## config.mk

```make
export PLATFORM = sky130hd
export DESIGN_NAME = trng_pool
export DESIGN_NICKNAME = d
export VERILOG_FILES = /design/src/rtl/trng_pool.sv
export SDC_FILE = /design/constraint.sdc
export NUM_CORES = 1
export LEC_CHECK = 0
export BUFFER_PORTS_ARGS = -buffer_cell sky130_fd_sc_hd__buf_4
export CAP_MARGIN = 10
export CORE_ASPECT_RATIO = 0.7
export CORE_MARGIN = 5
export CORE_UTILIZATION = 50
export CTS_BUF_LIST = sky130_fd_sc_hd__clkbuf_4 sky130_fd_sc_hd__clkbuf_8
export CTS_CLUSTER_SIZE = 20
export DETAILED_ROUTE_END_ITERATION = 10
export PLACE_DENSITY = 0.72
export SYNTH_ARGS = -nofsm -noshare
export SYNTH_HDL_FRONTEND = slang
export SYNTH_SLANG_ARGS = --single-unit
```

## constraint.sdc

```tcl
create_clock -name clk -period 2.5 [get_ports clk]
set_input_delay 0.25 -clock clk [delete_from_list [all_inputs] [get_ports clk]]
set_output_delay 0.25 -clock clk [all_outputs]
set_load 0.02 [all_outputs]
```

## src/rtl/trng_pool.sv

```systemverilog
// trng_pool: ring-oscillator entropy pool with warmup, von Neumann debiasing and a repetition health test
// Ports: clk/reset (asynchronous, active-high); enable run request; test_mode/test_bit raw-bit injection;
// clear_fail clears a latched failure; out_data/out_valid/out_ready output word handshake;
// health_fail sticky failure flag; state IDLE=0 WARMUP=1 RUN=2 FAIL=3.
module trng_pool #(
    parameter int NUM_SRC   = 4,
    parameter int RING_LEN  = 3,
    parameter int OUT_W     = 8,
    parameter int REP_LIMIT = 16,
    parameter int WARMUP    = 32
) (
    input  logic             clk,
    input  logic             reset,
    input  logic             enable,
    input  logic             test_mode,
    input  logic             test_bit,
    input  logic             clear_fail,
    output logic [OUT_W-1:0] out_data,
    output logic             out_valid,
    input  logic             out_ready,
    output logic             health_fail,
    output logic [1:0]       state
);
    localparam int WW = $clog2(WARMUP + 1);
    localparam int RW = $clog2(REP_LIMIT + 1);
    localparam int CW = $clog2(OUT_W + 1);
    typedef enum logic [1:0] {S_IDLE = 2'd0, S_WARM = 2'd1, S_RUN = 2'd2, S_FAIL = 2'd3} state_t;
    state_t state_q, state_d;
    logic [NUM_SRC-1:0][RING_LEN-1:0] ring_q;
    logic [WW-1:0] warm_q, warm_d;
    logic [RW-1:0] rep_q, rep_d;
    logic [CW-1:0] cnt_q, cnt_d;
    logic [OUT_W-1:0] col_q, col_d, data_q, data_d;
    logic raw_q, last_q, last_d, phase_q, phase_d, pair_q, pair_d;
    logic valid_q, valid_d, fail_q, fail_d;
    logic src_bit, run, full, xfer, take;
    always_comb begin
        src_bit = 1'b0;
        for (int i = 0; i < NUM_SRC; i++) src_bit ^= ring_q[i][0];
    end
    assign run  = state_q == S_RUN && enable;
    assign full = cnt_q == CW'(OUT_W);
    assign xfer = run && full && (!valid_q || out_ready);
    // a full collector blocked by a held output word freezes raw consumption
    assign take = run && (!full || xfer);
    always_comb begin
        state_d = state_q;
        warm_d  = warm_q;
        rep_d   = rep_q;
        last_d  = last_q;
        phase_d = phase_q;
        pair_d  = pair_q;
        col_d   = col_q;
        cnt_d   = cnt_q;
        data_d  = data_q;
        valid_d = (valid_q && out_ready) ? 1'b0 : valid_q;
        fail_d  = fail_q;
        if (xfer) begin
            data_d  = col_q;
            valid_d = 1'b1;
            cnt_d   = '0;
        end
        if (take) begin
            // rep_q == 0 marks the first raw bit seen since entering RUN
            rep_d   = (rep_q != '0 && raw_q == last_q) ? rep_q + 1'b1 : RW'(1);
            last_d  = raw_q;
            phase_d = ~phase_q;
            pair_d  = raw_q;
            if (phase_q && pair_q != raw_q) begin
                col_d = {col_q[OUT_W-2:0], pair_q};
                cnt_d = cnt_d + 1'b1;
            end
        end
        case (state_q)
            S_IDLE: state_d = enable ? S_WARM : S_IDLE;
            S_WARM: begin
                warm_d  = warm_q + 1'b1;
                state_d = !enable ? S_IDLE : (warm_q == WW'(WARMUP - 1)) ? S_RUN : S_WARM;
            end
            S_RUN: begin
                if (!enable) state_d = S_IDLE;
                else if (take && rep_d == RW'(REP_LIMIT)) begin
                    state_d = S_FAIL;
                    fail_d  = 1'b1;
                    valid_d = 1'b0;
                end
            end
            S_FAIL: begin
                if (clear_fail) begin
                    fail_d  = 1'b0;
                    state_d = enable ? S_WARM : S_IDLE;
                end
            end
        endcase
        // every state change restarts collection; a pending output word survives unless entering FAIL
        if (state_d != state_q) begin
            warm_d  = '0;
            rep_d   = '0;
            phase_d = 1'b0;
            cnt_d   = '0;
        end
    end
    always_ff @(posedge clk or posedge reset) begin
        if (reset) begin
            for (int i = 0; i < NUM_SRC; i++) ring_q[i] <= RING_LEN'(1) << (i % RING_LEN);
            state_q <= S_IDLE;
            raw_q   <= 1'b0;
            warm_q  <= '0;
            rep_q   <= '0;
            last_q  <= 1'b0;
            phase_q <= 1'b0;
            pair_q  <= 1'b0;
            col_q   <= '0;
            cnt_q   <= '0;
            data_q  <= '0;
            valid_q <= 1'b0;
            fail_q  <= 1'b0;
        end else begin
            for (int i = 0; i < NUM_SRC; i++)
                ring_q[i] <= {~ring_q[i][RING_LEN-2], ring_q[i][RING_LEN-3:0], ring_q[i][RING_LEN-1]};
            state_q <= state_d;
            raw_q   <= test_mode ? test_bit : src_bit;
            warm_q  <= warm_d;
            rep_q   <= rep_d;
            last_q  <= last_d;
            phase_q <= phase_d;
            pair_q  <= pair_d;
            col_q   <= col_d;
            cnt_q   <= cnt_d;
            data_q  <= data_d;
            valid_q <= valid_d;
            fail_q  <= fail_d;
        end
    end
    assign out_data    = data_q;
    assign out_valid   = valid_q;
    assign health_fail = fail_q;
    assign state       = state_q;
endmodule

```

==> Implementation_results.wiki <==
{| class="wikitable"
! Metric !! Value
|-
| Run status || finished, final reports clean
|-
| Final Net Count || 219
|-
| Worst-skew pair later-pin latency || 300 ps
|-
| GR Layer Usage met2 || 24.0%
|-
| RePlAce Congestion || 0.818
|-
| Final setup violation count || 0
|-
| Resized Gates After CTS || 0
|-
| Total number of clock tree sinks || 50
|-
| Deepest level of the CTS H-tree || 2
|-
| Clock root buffer master || clkbuf_8
|-
| Router iterations before antenna repair || 4
|-
| Mean area per synthesized cell || 12.0 um2
|-
| Number of synthesized flops with an enable pin || 0
|-
| Avg Vias per Cell || 5.63
|-
| Synth top area cells || dfrtp_1 51%, mux2_2 7.5%, dfstp_2 4.7%
|-
| Fraction of layout cells with a size suffix above 1 || 29.7%
|-
| DIE WIDTH || 90.2 um
|-
| Path depth of the worst reg2reg path || 6
|-
| Minimum setup slack among reg-to-reg paths || 220 ps
|-
| Total die area || 5970 um2
|-
| Static leakage || 1.16 nW
|-
| Post-CTS Setup Bufs || 0
|-
| Final hold violations || 0
|-
| Area growth from synthesis to layout || 11.6%
|-
| Worst IR Drop VDD || 0.373 mV
|-
| CP endpoint kind || flop
|-
| Sequential cell area || 1260 um2
|-
| Pins Over Slew Limit || 0
|-
| Synthesized net count || 198
|-
| Worst min-delay path class || in2reg
|-
| Routed wire length || 4100 um
|-
| DPL Wire Length || 2930 um
|-
| Tightest Pin Transition || 1170 ps
|-
| Cell type with the largest total area after synthesis || dfrtp_1
|-
| Distinct cell type count after synthesis || 44
|-
| Final design instance area without fill || 2510 um2
|-
| Clock Skew || 8.53 ps
|-
| Mean routed wirelength per cell || 15.5 um
|-
| Dpl cell area || 2420 um2
|-
| Fraction of post-synthesis cell area in the top cell type by area || 51.1%
|-
| Global routing's busiest layer || met2
|-
| Met3 demand-to-capacity share in global routing || 3.41%
|-
| Count of routing violations after the opening detailed-route iteration || 62
|-
| Required time at the endpoint of the critical path || 2620 ps
|-
| WS Path Type || reg2reg
|-
| Yosys reg bits || 50
|-
| WP data arrival || 2410 ps
|-
| Port buffer count || 18
|-
| Smallest setup slack after layout || 215 ps
|-
| Cell depth of the worst min-delay path || 2
|-
| Pin count of the biggest net entering global routing || 50
|-
| Number of antenna violations at the first check in global routing || 0
|-
| Total global routing track utilization || 14.3%
|-
| Number of rows created at floorplan || 20
|-
| Antenna Violating Nets Remaining || 0
|-
| Total vias in the final route || 1,486
|-
| Share of the cycle needed by the critical path after routing || 91.4%
|-
| Residual DRC count || 0
|-
| Endpoint of the worst hold path || raw_q
|-
| Initial core utilization || 51.7%
|-
| CTS Hold Buffers Added || 0
|-
| Clock tree from TritonCTS || built
|-
| Worst reg2reg path endpoint || warm_q[4]
|-
| Overall power after layout || 1.36 mW
|-
| CP Launch Type || flop
|-
| Most common cell in the netlist || dfrtp_1
|-
| Ys flop type || dfrtp_1
|-
| PwrDens || 543 nW/um2
|-
| M1 GR Usage || 17.8%
|-
| Clk pin slew, worst setup/hold paths || 90 ps
|-
| Total grt overflow || 0
|-
| Multi-input gate area || 887 um2
|-
| Max Clk Rate || 438 MHz
|-
| Vias in the first global route || 1,475
|-
| Total of warnings raised by yosys || 0
|-
| Place WS || 243 ps
|-
| Num ports || 19
|-
| Largest fanout on the critical path || 15
|-
| Count of antenna diodes in the layout || 0
|-
| First-pass GRT wire length || 6790 um
|-
| Setup TNS || 0 ps
|-
| Count of placed standard cells in the final layout, fillers left out || 264
|-
| Floorplan die height || 66.2 um
|-
| Mapped Cells || 187
|-
| Cell Count Post-Placement || 256
|-
| Cell area after technology mapping || 2250 um2
|-
| Hold path start || test_mode
|-
| Startpoint of the worst register-to-register path || cnt_q[1]
|-
| Max-cap violation count || 0
|-
| Relative slew margins || 21.4%
|-
| Sequential area share after synthesis || 55.8%
|-
| Synth top cells by count || 46 x dfrtp_1, 16 x nand2_1, 15 x mux2_2
|-
| Unrepaired setup endpoints after global routing || false
|-
| Clock period minus final worst setup slack || 2280 ps
|-
| Clock buffer count from CTS || 5
|-
| Filler Cell Count || 365
|-
| Clock Tree Buf Depth || 2
|-
| Core Region || 4350 um2
|-
| Fraction of registers with async set or reset after synthesis || 100%
|}
## state kept, by name (all words and copies together), names as in the netlist
name and flops:
cnt_q 4, rep_q 5, state 2, out_valid 1, raw_q 1, out_data 8
warm_q 6, col_q 8, pair_q 1, ring_q 12, health_fail 1, phase_q 1
## power breakdown
| part | leakage (nW) | total [mW] | switching (mW) | internal, mW |
|---|---|---|---|---|
| Sequential | 0.661 | 0.822 | 0.00792 | 0.815 |
| Clock | 0.0472 | 0.479 | 0.257 | 0.223 |
| Combinational | 0.450 | 0.0622 | 0.0406 | 0.0216 |
| Total | 1.16 | 1.36 | 0.305 | 1.06 |
## worst max path at each step
| stage | startpoint | to | slack [ps] | cells after the start |
|---|---|---|---|---|
| finish | cnt_q[1] | warm_q[4] | 220 | 6 |
| global route | warm_q[0] | warm_q[4] | 10 | 6 |
| CTS | warm_q[0] | warm_q[4] | 220 | 6 |
| detailed placement | warm_q[0] | warm_q[4] | 240 | 6 |
| global placement | cnt_q[1] | phase_q | 360 | 6 |
| floorplan | cnt_q[1] | cnt_q[0] | 470 | 8 |
## cell families after synthesis
family                     after synthesis  synth area share, %
xor gates and xnor gates                13                 5.06
DFF                                     50                 55.8
and+or+nand+nor                         56                 14.5
muxes                                   18                 8.83
AOI/OAI and AO/OA                       28                 8.78
buffers and inverters                   18                 4.83
adders and majority gates                4                 2.22
## worst max-delay path: stages, from the launching register on
cell     delay (ps)
dfrtp_1         430
or4b_4          580
o21a_1          310
a32oi_2         230
and4_1          220
buf_4           240
nor3_1          100
## final cells by class
| class | instances | area share [%] |
|---|---|---|
| inverter | 9 | 1.34 |
| tap | 55 | 2.74 |
| timing repair buffer | 23 | 6.87 |
| multi-input combinational | 119 | 35.3 |
| sequential | 50 | 50.0 |
| clock inverter | 2 | 0.498 |
| clock buffer | 6 | 3.29 |
## routing by layer
metal	up-vias	routed length, um
met5	-	0
li1	698	-
met1	760	1810
met4	0	64
met3	7	146
met2	21	2080
## cell usage in the layout, fill, tap and decap left out, types with 5 or more instances in the layout
| cell | Yosys | layout |
|---|---|---|
| dfrtp_1 | 46 | 46 |
| mux2_2 | 15 | 15 |
| inv_1 | 9 | 8 |
| a21oi_1 | 5 | 5 |
| clkbuf_8 | 0 | 6 |
| o21ai_0 | 7 | 7 |
| nand2_1 | 16 | 16 |
| buf_4 | 0 | 23 |
| xnor2_1 | 8 | 8 |
| nor3_2 | 7 | 7 |
| xor2_1 | 5 | 5 |
| nor2_1 | 8 | 8 |
## metrics by stage
stage                     hold slack, ps  utilization [%]
after floorplan                      331                -
after global placement               341             55.5
after detailed placement             336             55.5
after CTS                            149             57.7
after global routing                 162             57.7
final                                156             57.7
(Power assumes the default switching activity.)
